## config.mk

```make
export PLATFORM = sky130hd
export DESIGN_NAME = garegga_sndcmd_tx
export DESIGN_NICKNAME = d
export VERILOG_FILES = /design/src/rtl/garegga_sndcmd_tx_pkg.sv /design/src/rtl/garegga_cmd_fifo.sv /design/src/rtl/garegga_sndcmd_tx.sv
export SDC_FILE = /design/constraint.sdc
export NUM_CORES = 1
export LEC_CHECK = 0
export BUFFER_PORTS_ARGS = -buffer_cell sky130_fd_sc_hd__buf_2
export CAP_MARGIN = 20
export CORE_ASPECT_RATIO = 1.25
export CORE_MARGIN = 2
export CORE_UTILIZATION = 40
export DETAILED_ROUTE_END_ITERATION = 10
export PLACE_DENSITY = 0.56
export SLEW_MARGIN = 15
export SYNTH_ARGS = -nofsm -noshare
export SYNTH_HDL_FRONTEND = slang
export SYNTH_SLANG_ARGS = --single-unit
```

## constraint.sdc

```tcl
create_clock -name CLK96 -period 3.6 [get_ports CLK96]
set_clock_uncertainty 0.2 [all_clocks]
set_input_delay 0.72 -clock CLK96 [delete_from_list [all_inputs] [get_ports CLK96]]
set_output_delay 0.72 -clock CLK96 [all_outputs]
set_load 0.01 [all_outputs]
```

## src/rtl/garegga_sndcmd_tx_pkg.sv

```systemverilog
// Shared definitions for the 68k->sound command transmitter: FSM encoding,
// STATUS bit positions and default timing values.
package garegga_sndcmd_tx_pkg;

  typedef enum logic [1:0] {
    ST_IDLE   = 2'd0,
    ST_PULSE  = 2'd1,
    ST_SETTLE = 2'd2,
    ST_ACK    = 2'd3
  } snd_state_t;

  localparam int STAT_EMPTY = 0;
  localparam int STAT_FULL  = 1;
  localparam int STAT_BUSY  = 2;
  localparam int STAT_TMO   = 3;

  localparam int DEF_DEPTH   = 4;
  localparam int DEF_INT_CYC = 8;
  localparam int DEF_SETTLE  = 2;
  localparam int DEF_TMO_CYC = 1 << 20;

  function automatic logic [7:0] pack_status(input logic tmo, input logic busy,
                                             input logic full, input logic empty);
    logic [7:0] s;
    s = 8'h00;
    s[STAT_TMO]   = tmo;
    s[STAT_BUSY]  = busy;
    s[STAT_FULL]  = full;
    s[STAT_EMPTY] = empty;
    return s;
  endfunction

endpackage

```

## src/rtl/garegga_cmd_fifo.sv

```systemverilog
// DEPTH x 8 synchronous show-ahead FIFO with wrap-bit pointers and registered
// empty/full. A push while full is accepted only when a pop shares the cycle.
module garegga_cmd_fifo
  import garegga_sndcmd_tx_pkg::*;
#(
  parameter int DEPTH = DEF_DEPTH
) (
  input  logic       CLK,
  input  logic       RST,
  input  logic       push,
  input  logic       pop,
  input  logic [7:0] din,
  output logic [7:0] dout,
  output logic       empty,
  output logic       full
);

  localparam int AW = $clog2(DEPTH);

  logic [7:0]  mem_r [DEPTH];
  logic [AW:0] wr_ptr_r;
  logic [AW:0] rd_ptr_r;
  logic [AW:0] wr_nxt_s;
  logic [AW:0] rd_nxt_s;
  logic        empty_r;
  logic        full_r;
  logic        do_push_s;
  logic        do_pop_s;

  // Qualify strobes and compute next pointers
  always_comb begin
    do_pop_s  = pop & ~empty_r;
    do_push_s = push & (~full_r | do_pop_s);
    if (do_push_s) begin
      wr_nxt_s = wr_ptr_r + {{AW{1'b0}}, 1'b1};
    end else begin
      wr_nxt_s = wr_ptr_r;
    end
    if (do_pop_s) begin
      rd_nxt_s = rd_ptr_r + {{AW{1'b0}}, 1'b1};
    end else begin
      rd_nxt_s = rd_ptr_r;
    end
  end

  // Pointer and flag registers
  always_ff @(posedge CLK) begin
    if (RST) begin
      wr_ptr_r <= {(AW+1){1'b0}};
      rd_ptr_r <= {(AW+1){1'b0}};
      empty_r  <= 1'b1;
      full_r   <= 1'b0;
    end else begin
      wr_ptr_r <= wr_nxt_s;
      rd_ptr_r <= rd_nxt_s;
      empty_r  <= (wr_nxt_s == rd_nxt_s);
      full_r   <= (wr_nxt_s[AW] != rd_nxt_s[AW]) &&
                  (wr_nxt_s[AW-1:0] == rd_nxt_s[AW-1:0]);
    end
  end

  // Storage; a write into the slot being popped is safe because dout is read before the edge
  always_ff @(posedge CLK) begin
    if (do_push_s) begin
      mem_r[wr_ptr_r[AW-1:0]] <= din;
    end
  end

  assign dout  = mem_r[rd_ptr_r[AW-1:0]];
  assign empty = empty_r;
  assign full  = full_r;

endmodule

```

## src/rtl/garegga_sndcmd_tx.sv

```systemverilog
// 68k-side transmitter for the main->sound command channel (CLK96 domain).
// Optional build macro SNDCMD_TIMEOUT_EN abandons unacknowledged commands.
module garegga_sndcmd_tx
  import garegga_sndcmd_tx_pkg::*;
#(
  parameter int DEPTH   = DEF_DEPTH,
  parameter int INT_CYC = DEF_INT_CYC,
  parameter int SETTLE  = DEF_SETTLE,
  parameter int TMO_CYC = DEF_TMO_CYC
) (
  input  logic       CLK96,
  input  logic       RESET96,
  input  logic       CPU_WR,
  input  logic [7:0] CPU_DIN,
  input  logic       CPU_RD,
  output logic [7:0] STATUS,
  output logic [7:0] SOUNDLATCH,
  output logic       Z80INT,
  input  logic       WAIT
);

  localparam int CNT_MAX = (INT_CYC > SETTLE) ? INT_CYC : SETTLE;
  localparam int CNT_W   = $clog2(CNT_MAX + 1);

  snd_state_t       state_r;
  snd_state_t       state_n_s;
  logic [CNT_W-1:0] cnt_r;
  logic [CNT_W-1:0] cnt_n_s;
  logic [7:0]       latch_r;
  logic [7:0]       latch_n_s;
  logic             int_r;
  logic             int_n_s;
  logic             pop_s;
  logic [7:0]       fifo_dout_s;
  logic             fifo_empty_s;
  logic             fifo_full_s;
  logic             tmo_hit_s;
  logic             tmo_s;

  garegga_cmd_fifo #(.DEPTH(DEPTH)) u_fifo (
    .CLK   (CLK96),
    .RST   (RESET96),
    .push  (CPU_WR),
    .pop   (pop_s),
    .din   (CPU_DIN),
    .dout  (fifo_dout_s),
    .empty (fifo_empty_s),
    .full  (fifo_full_s)
  );

  // Next-state, counter and output decode
  always_comb begin
    state_n_s = state_r;
    cnt_n_s   = cnt_r;
    latch_n_s = latch_r;
    int_n_s   = int_r;
    pop_s     = 1'b0;
    case (state_r)
      ST_IDLE: begin
        if (!fifo_empty_s) begin
          pop_s     = 1'b1;
          latch_n_s = fifo_dout_s;
          int_n_s   = 1'b1;
          cnt_n_s   = {CNT_W{1'b0}};
          state_n_s = ST_PULSE;
        end else begin
          state_n_s = ST_IDLE;
        end
      end
      ST_PULSE: begin
        if (cnt_r == CNT_W'(INT_CYC - 1)) begin
          int_n_s   = 1'b0;
          cnt_n_s   = {CNT_W{1'b0}};
          state_n_s = ST_SETTLE;
        end else begin
          cnt_n_s   = cnt_r + {{(CNT_W-1){1'b0}}, 1'b1};
        end
      end
      ST_SETTLE: begin
        if (cnt_r == CNT_W'(SETTLE - 1)) begin
          cnt_n_s   = {CNT_W{1'b0}};
          state_n_s = ST_ACK;
        end else begin
          cnt_n_s   = cnt_r + {{(CNT_W-1){1'b0}}, 1'b1};
        end
      end
      ST_ACK: begin
        // A WAIT that already fell during SETTLE counts as the acknowledge
        if (!WAIT || tmo_hit_s) begin
          state_n_s = ST_IDLE;
        end else begin
          state_n_s = ST_ACK;
        end
      end
      default: begin
        int_n_s   = 1'b0;
        state_n_s = ST_IDLE;
      end
    endcase
  end

  // FSM state and registered outputs
  always_ff @(posedge CLK96) begin
    if (RESET96) begin
      state_r <= ST_IDLE;
      cnt_r   <= {CNT_W{1'b0}};
      latch_r <= 8'h00;
      int_r   <= 1'b0;
    end else begin
      state_r <= state_n_s;
      cnt_r   <= cnt_n_s;
      latch_r <= latch_n_s;
      int_r   <= int_n_s;
    end
  end

`ifdef SNDCMD_TIMEOUT_EN
  localparam int TMO_W = $clog2(TMO_CYC);

  logic [TMO_W-1:0] tmo_cnt_r;
  logic             tmo_r;

  assign tmo_hit_s = (state_r == ST_ACK) && WAIT &&
                     (tmo_cnt_r == TMO_W'(TMO_CYC - 1));

  // Ack-wait counter, restarted on every entry to ACK
  always_ff @(posedge CLK96) begin
    if (RESET96) begin
      tmo_cnt_r <= {TMO_W{1'b0}};
    end else if (state_r != ST_ACK) begin
      tmo_cnt_r <= {TMO_W{1'b0}};
    end else begin
      tmo_cnt_r <= tmo_cnt_r + {{(TMO_W-1){1'b0}}, 1'b1};
    end
  end

  // Sticky timeout flag; a new timeout beats a simultaneous status read
  always_ff @(posedge CLK96) begin
    if (RESET96) begin
      tmo_r <= 1'b0;
    end else if (tmo_hit_s) begin
      tmo_r <= 1'b1;
    end else if (CPU_RD) begin
      tmo_r <= 1'b0;
    end else begin
      tmo_r <= tmo_r;
    end
  end

  assign tmo_s = tmo_r;
`else
  logic        unused_rd_s;
  logic [31:0] unused_tmo_s;

  assign unused_rd_s  = CPU_RD;
  assign unused_tmo_s = 32'(TMO_CYC);
  assign tmo_hit_s    = 1'b0;
  assign tmo_s        = 1'b0;
`endif

  assign STATUS     = pack_status(tmo_s, (state_r != ST_IDLE), fifo_full_s, fifo_empty_s);
  assign SOUNDLATCH = latch_r;
  assign Z80INT     = int_r;

endmodule

```

Word-level counts from Yosys, hierarchy flattened --
Memories as Yosys holds them, arrays and structs flattened. A register that Yosys moved wholly into a read port is not among the register bits. Index checks and enable logic that the tools add are counted.
Cells by class: multiplexer cells 18, bitwise logic cells 5, $add $sub $neg 3, reduce and logical (&&, ||, !) cells 9, eq/ne operators 11
Operator list (number):
- 2-to-1 mux 4 bit | 3
- case mux 4 bit (3 select lines) | 1
- case mux 2 bit (4 select lines) | 1
- 2-to-1 mux 1 bit | 7
- adder 3 x 1 -> 3 bit (second input constant) | 2
- 2-to-1 mux 2 bit | 3
- 2-to-1 mux 3 bit | 2
- inequality test 2 bit (second input constant) | 3
- AND reduction 2 bit | 3
- adder 4 x 1 -> 4 bit (second input constant) | 1
- == test 2 bit (second input constant) | 2
- == test 4 x 1 -> 1 bit (second input constant) | 1
- == test 4 x 3 -> 1 bit (second input constant) | 1
- nonzero test 2 bit | 2
- == test 3 bit | 1
- AND reduction 3 bit | 1
- nonzero test 3 bit | 1
- AND 1 bit | 2
- == test 2 x 1 -> 1 bit (second input constant) | 1
- == test 2 bit | 1
- logical NOT 2 bit | 1
- inverter 1 bit | 2
- case mux 1 bit (2 select lines) | 1
- logical AND 1 bit | 1
- other kinds (2) | 2
Word-level totals: RAM bits 32, memories 1, bits in registers 15, logic and storage cells 54, input bits 13, output and inout bits 17
Memories:
- u_fifo.mem_r | words 4, bits a word 8, rd ports 1, clocked after Yosys merged registers in 1, write ports 1, line garegga_cmd_fifo.sv:20 | logic [7:0] mem_r [DEPTH];

Depth between registers and ports, before layout --
word-level depth 8, mapped depth 7, gate-level depth less buffers 6

Modules after synthesis --
From an unflattened synthesis, not the netlist that was laid out.
Second synthesis, totals: cell total of the unflattened synthesis 197, area total of the unflattened synthesis 2522.4 um^2
Modules (own cells, without submodules):
- garegga_cmd_fifo | seq. area each 1121.1 um^2, cells each 96, times used 1, area each 1696.6 um^2
- garegga_sndcmd_tx | seq. area each 300.3 um^2, cells each 101, times used 1, area each 825.8 um^2

Worst setup path after synthesis --
Ideal clock, no wire load.
path kind register to register, from register state_r[0], to register u_fifo.full_r, in the netlist u_fifo.full, stages on the path, launching flop included 7, arrival 1.832 ns, library setup time 0.103 ns, path slack 1.464 ns, cell sequence dfxtp_1 -> inv_1 -> ha_1 -> nand2b_4 -> a21oi_4 -> xor3_1 -> a2111oi_2
On the way: word-level cells in the longest chain between the ends 8
RTL lines:
- start: declaration | line garegga_sndcmd_tx.sv:25 | snd_state_t state_r;
- start signal: assignment | line garegga_sndcmd_tx.sv:110 | state_r <= state_n_s;
- logical NOT 2 bit * | line garegga_sndcmd_tx.sv:58 | case (state_r)
- 2-to-1 mux 1 bit * | line garegga_sndcmd_tx.sv:58
- AND 1 bit * | line garegga_cmd_fifo.sv:32 | do_pop_s = pop & ~empty_r;
- bitwise OR 1 bit | line garegga_cmd_fifo.sv:33 | do_push_s = push & (~full_r | do_pop_s);
- AND 1 bit | line garegga_cmd_fifo.sv:33
- 2-to-1 mux 3 bit | line garegga_cmd_fifo.sv:34 | if (do_push_s) begin
- == test 2 bit or inequality test 1 bit (tied branches) | line garegga_cmd_fifo.sv:58, garegga_cmd_fifo.sv:57
- logical AND 1 bit * | line garegga_cmd_fifo.sv:57 | full_r <= (wr_nxt_s[AW] != rd_nxt_s[AW]) &&
- end signal: assignment | line garegga_cmd_fifo.sv:57
- end: declaration | line garegga_cmd_fifo.sv:26 | logic full_r;
Mark *: on every way between the ends. The rest lies on a longest branch, timed or not. A chain may end at the register's enable or synchronous reset.

Worst setup path in the final report --
from register state_r[1], to register u_fifo.full_r, in the netlist u_fifo.full
Same word-level chain as after synthesis.

==> impl_metrics.xml <==
<?xml version="1.0" encoding="UTF-8"?>
<metrics>
  <group name="outcome">
    <metric name="run_status" unit="">finished clean</metric>
  </group>
  <group name="placed_design">
    <metric name="count_of_port_buffers_added_during_placement" unit="">23</metric>
    <metric name="dp.final_hpwl" unit="microns">2840</metric>
    <metric name="post-place-ws" unit="ns">1.03</metric>
    <metric name="routabilityCongestion" unit="">0.735</metric>
    <metric name="placed_area" unit="sq um">2670</metric>
  </group>
  <group name="timing">
    <metric name="postLayoutSetupSlackWorst" unit="ns">1.01</metric>
    <metric name="totalNegativeSetupSlack" unit="ns">0</metric>
    <metric name="timing.final.setup_violations" unit="">0</metric>
    <metric name="slew_limit_fails" unit="">0</metric>
    <metric name="final_period_util" unit="%">72.1</metric>
    <metric name="min_period" unit="ns">2.59</metric>
    <metric name="max_freq" unit="MHz">385</metric>
    <metric name="max_slew_headroom" unit="%">50.6</metric>
    <metric name="setup_repair_after_global_routing_missed_its_margin" unit="">false</metric>
    <metric name="timing_hold_violations_final" unit="">0</metric>
    <metric name="timing.hold.ws" unit="ns">0.256</metric>
    <metric name="worstMarginPinSlew" unit="ns">0.730</metric>
  </group>
  <group name="power">
    <metric name="peakVddDrop" unit="uV">325</metric>
    <metric name="total_leakage_power" unit="nW">1.04</metric>
    <metric name="power-per-cell-area" unit="nW/um^2">650</metric>
  </group>
  <group name="clock_network">
    <metric name="cts_hold_repair.buffers" unit="">0</metric>
    <metric name="cts_htree_levels" unit="">2</metric>
    <metric name="post_cts_buffers" unit="">0</metric>
    <metric name="cts-buffers-inserted" unit="">5</metric>
    <metric name="clock_insertion_delay_worst_skew" unit="ns">0.30</metric>
    <metric name="path_clk_slew" unit="ns">0.10</metric>
    <metric name="ctsLongestPathBuffers" unit="">2</metric>
    <metric name="tritoncts_clock_tree" unit="">built</metric>
    <metric name="post_cts_resize_count" unit="">0</metric>
    <metric name="clock-root-buffer" unit="">sky130_fd_sc_hd__clkbuf_8</metric>
    <metric name="cts.sinks" unit="">55</metric>
  </group>
  <group name="synthesis">
    <metric name="yosysMostFrequentCell" unit="">sky130_fd_sc_hd__edfxtp_1</metric>
    <metric name="synth.lib_cells_used.distinct" unit="">44</metric>
    <metric name="synth-edff-count" unit="">32</metric>
    <metric name="synth_top_area_share" unit="%">38.4</metric>
    <metric name="top_cells_by_area_in_the_synthesized_netlist" unit="">sky130_fd_sc_hd__edfxtp_1 38%, sky130_fd_sc_hd__dfxtp_1 18%, sky130_fd_sc_hd__mux4_2 7.2%</metric>
    <metric name="seq_area_frac_synth" unit="%">56.9</metric>
    <metric name="yosys_register_bits" unit="">55</metric>
    <metric name="primary_ff_master_synth" unit="">sky130_fd_sc_hd__edfxtp_1</metric>
    <metric name="ys_warn_count" unit="">0</metric>
    <metric name="post_synth_inst_count" unit="">192</metric>
    <metric name="ys_async_sr_fraction" unit="%">0</metric>
    <metric name="synth_top_cells_by_count" unit="">32 x sky130_fd_sc_hd__edfxtp_1, 23 x sky130_fd_sc_hd__dfxtp_1, 22 x sky130_fd_sc_hd__nand2_1, 13 x sky130_fd_sc_hd__a21oi_1, 13 x sky130_fd_sc_hd__nor2_1</metric>
    <metric name="syn_area_per_cell" unit="sq um">13.0</metric>
    <metric name="yosysTopAreaCell" unit="">sky130_fd_sc_hd__edfxtp_1</metric>
    <metric name="netlist_area" unit="sq um">2500</metric>
  </group>
  <group name="worst_setup_path">
    <metric name="arrival" unit="ns">2.60</metric>
    <metric name="crit_required" unit="ns">3.61</metric>
    <metric name="crit_type" unit="">flip-flop to flip-flop</metric>
    <metric name="endpoint_type_of_the_worst_setup_path" unit="">flip-flop</metric>
    <metric name="start_kind" unit="">flip-flop</metric>
    <metric name="worstPathMaxFanout" unit="">13</metric>
  </group>
  <group name="finish">
    <metric name="area_delta_synth_final" unit="%">10.4</metric>
    <metric name="post-route-cell-area" unit="sq um">2760</metric>
    <metric name="final_core_util" unit="%">45.1</metric>
    <metric name="layout-drive-gt1-share" unit="%">20.8</metric>
    <metric name="nets" unit="">240</metric>
    <metric name="fillers" unit="">594</metric>
    <metric name="antennaDiodeCount" unit="">0</metric>
  </group>
  <group name="die">
    <metric name="placement_rows" unit="">32</metric>
    <metric name="starting_utilization_of_the_core_area" unit="%">40.8</metric>
    <metric name="die_width" unit="microns">74.7</metric>
    <metric name="placeableCoreArea" unit="sq um">6130</metric>
    <metric name="top_level_ports" unit="">30</metric>
    <metric name="fp.dieArea" unit="sq um">6900</metric>
    <metric name="die_h" unit="microns">92.4</metric>
  </group>
  <group name="global_routing">
    <metric name="largest_net_degree_at_the_start_of_global_routing" unit="">24</metric>
    <metric name="global_route.usage.total" unit="%">14.1</metric>
    <metric name="antenna_violations_before_repair" unit="">0</metric>
    <metric name="first_pass_grt_wire_length" unit="microns">7110</metric>
    <metric name="first_global_vias" unit="">1409</metric>
    <metric name="overflow" unit="">0</metric>
  </group>
  <group name="route">
    <metric name="drt-vias-per-instance" unit="">4.86</metric>
    <metric name="detail_route.first_pass.iterations" unit="">4</metric>
    <metric name="avgRoutedWirePerCell" unit="microns">14.3</metric>
    <metric name="wl" unit="microns">4300</metric>
    <metric name="drc_errors" unit="">0</metric>
    <metric name="drt.antenna.violating_nets" unit="">0</metric>
    <metric name="num_vias" unit="">1463</metric>
    <metric name="initialDrtViolationCount" unit="">58</metric>
  </group>
  <group name="job">
    <metric name="max-cap-violations" unit="">0</metric>
  </group>
  <group name="worst_hold_path">
    <metric name="holdCritPathClass" unit="">flip-flop to flip-flop</metric>
  </group>
</metrics>
[state kept, by name (all words and copies together) (netlist names)]
name and count:
Z80INT 1, u_fifo.mem_r 32, u_fifo.wr_ptr_r 3, u_fifo.rd_ptr_r 3
state_r 2, SOUNDLATCH 8, u_fifo.full 1, cnt_r 4
u_fifo.empty 1
[report_power, final]
group	switching, W	internal (W)	total [W]
Clock	0.000204	0.000141	0.000345
Combinational	0.000355	0.000283	0.000638
Sequential	0.0000633	0.000748	0.000811
Total	0.000622	0.00117	0.00179
[cell families (layout without fill, tap and decap cells)]
family                     count (synthesis)  count (layout)  share of synthesized area (%)
DFF                                       55              55                           56.9
muxes                                     12              12                           8.81
xor gates and xnor gates                   8               8                           3.95
AOI/OAI and AO/OA                         31              31                           9.06
buffers and inverters                     21              41                           4.55
other                                      1               5                          0.150
and+or+nand+nor                           52              52                           10.6
adders and majority gates                 12              12                           6.01
[cell type report]
cell class / instances / area, sq um / area share (%)
clock buffer: 5 / 68.8 / 2.49
timing repair buffer: 25 / 130 / 4.71
sequential: 55 / 1420 / 51.5
tap: 85 / 106 / 3.85
multi-input combinational: 120 / 980 / 35.5
clock inverter: 3 / 23.8 / 0.861
inverter: 8 / 30.0 / 1.09
[worst max-delay path, cell delays in order (launching register included)]
cell and delay (ns):
sky130_fd_sc_hd__dfxtp_1 0.36, sky130_fd_sc_hd__inv_1 0.11, sky130_fd_sc_hd__ha_1 0.36, sky130_fd_sc_hd__nand2b_4 0.20
sky130_fd_sc_hd__a21oi_4 0.50, sky130_fd_sc_hd__xor3_1 0.43, sky130_fd_sc_hd__a2111oi_2 0.33
[metal layers]
metal,routed length (microns),up-vias,GRT usage (%)
met1,1810,703,16.9
met5,0,-,0
met4,59,0,4.46
li1,-,729,-
met3,148,5,3.48
met2,2290,26,24.6
[metrics by stage]
step,total power [W],instances
floorplan,0.00132,196
global placement,0.00148,293
detailed placement,0.00148,293
CTS,0.00183,301
global route,0.00193,301
finish,0.00179,301
[placed cells by master (no fill, tap or decap), types with 2 or more instances in the layout]
cell / instances
sky130_fd_sc_hd__xnor2_1: 5
sky130_fd_sc_hd__buf_2: 23
sky130_fd_sc_hd__a31oi_1: 2
sky130_fd_sc_hd__o2111ai_1: 2
sky130_fd_sc_hd__a21oi_1: 13
sky130_fd_sc_hd__a21o_1: 2
sky130_fd_sc_hd__nor2_1: 13
sky130_fd_sc_hd__nand2_1: 22
sky130_fd_sc_hd__edfxtp_1: 32
sky130_fd_sc_hd__inv_1: 8
sky130_fd_sc_hd__a22oi_1: 2
sky130_fd_sc_hd__dfxtp_1: 23
sky130_fd_sc_hd__mux2i_1: 4
sky130_fd_sc_hd__clkbuf_8: 5
sky130_fd_sc_hd__nand3b_1: 2
sky130_fd_sc_hd__mux4_2: 8
sky130_fd_sc_hd__nor4b_1: 2
sky130_fd_sc_hd__and2_1: 3
sky130_fd_sc_hd__conb_1: 5
sky130_fd_sc_hd__a21boi_0: 3
sky130_fd_sc_hd__ha_1: 12
sky130_fd_sc_hd__buf_4: 2
[worst paths after layout]
| check | startpoint | to | slack (ns) | cells after the start |
|---|---|---|---|---|
| setup / recovery | state_r[1]$_SDFFE_PP0P_ | u_fifo.full$_SDFF_PP0_ | 1.01 | 6 |
| hold reg to reg | SOUNDLATCH[6]$_SDFFE_PP0P_ | SOUNDLATCH[6]$_SDFFE_PP0P_ | 0.26 | 2 |
| setup reg to reg | state_r[1]$_SDFFE_PP0P_ | u_fifo.full$_SDFF_PP0_ | 1.01 | 6 |
| hold / removal | SOUNDLATCH[6]$_SDFFE_PP0P_ | SOUNDLATCH[6]$_SDFFE_PP0P_ | 0.26 | 2 |
(Power assumes the default switching activity.)
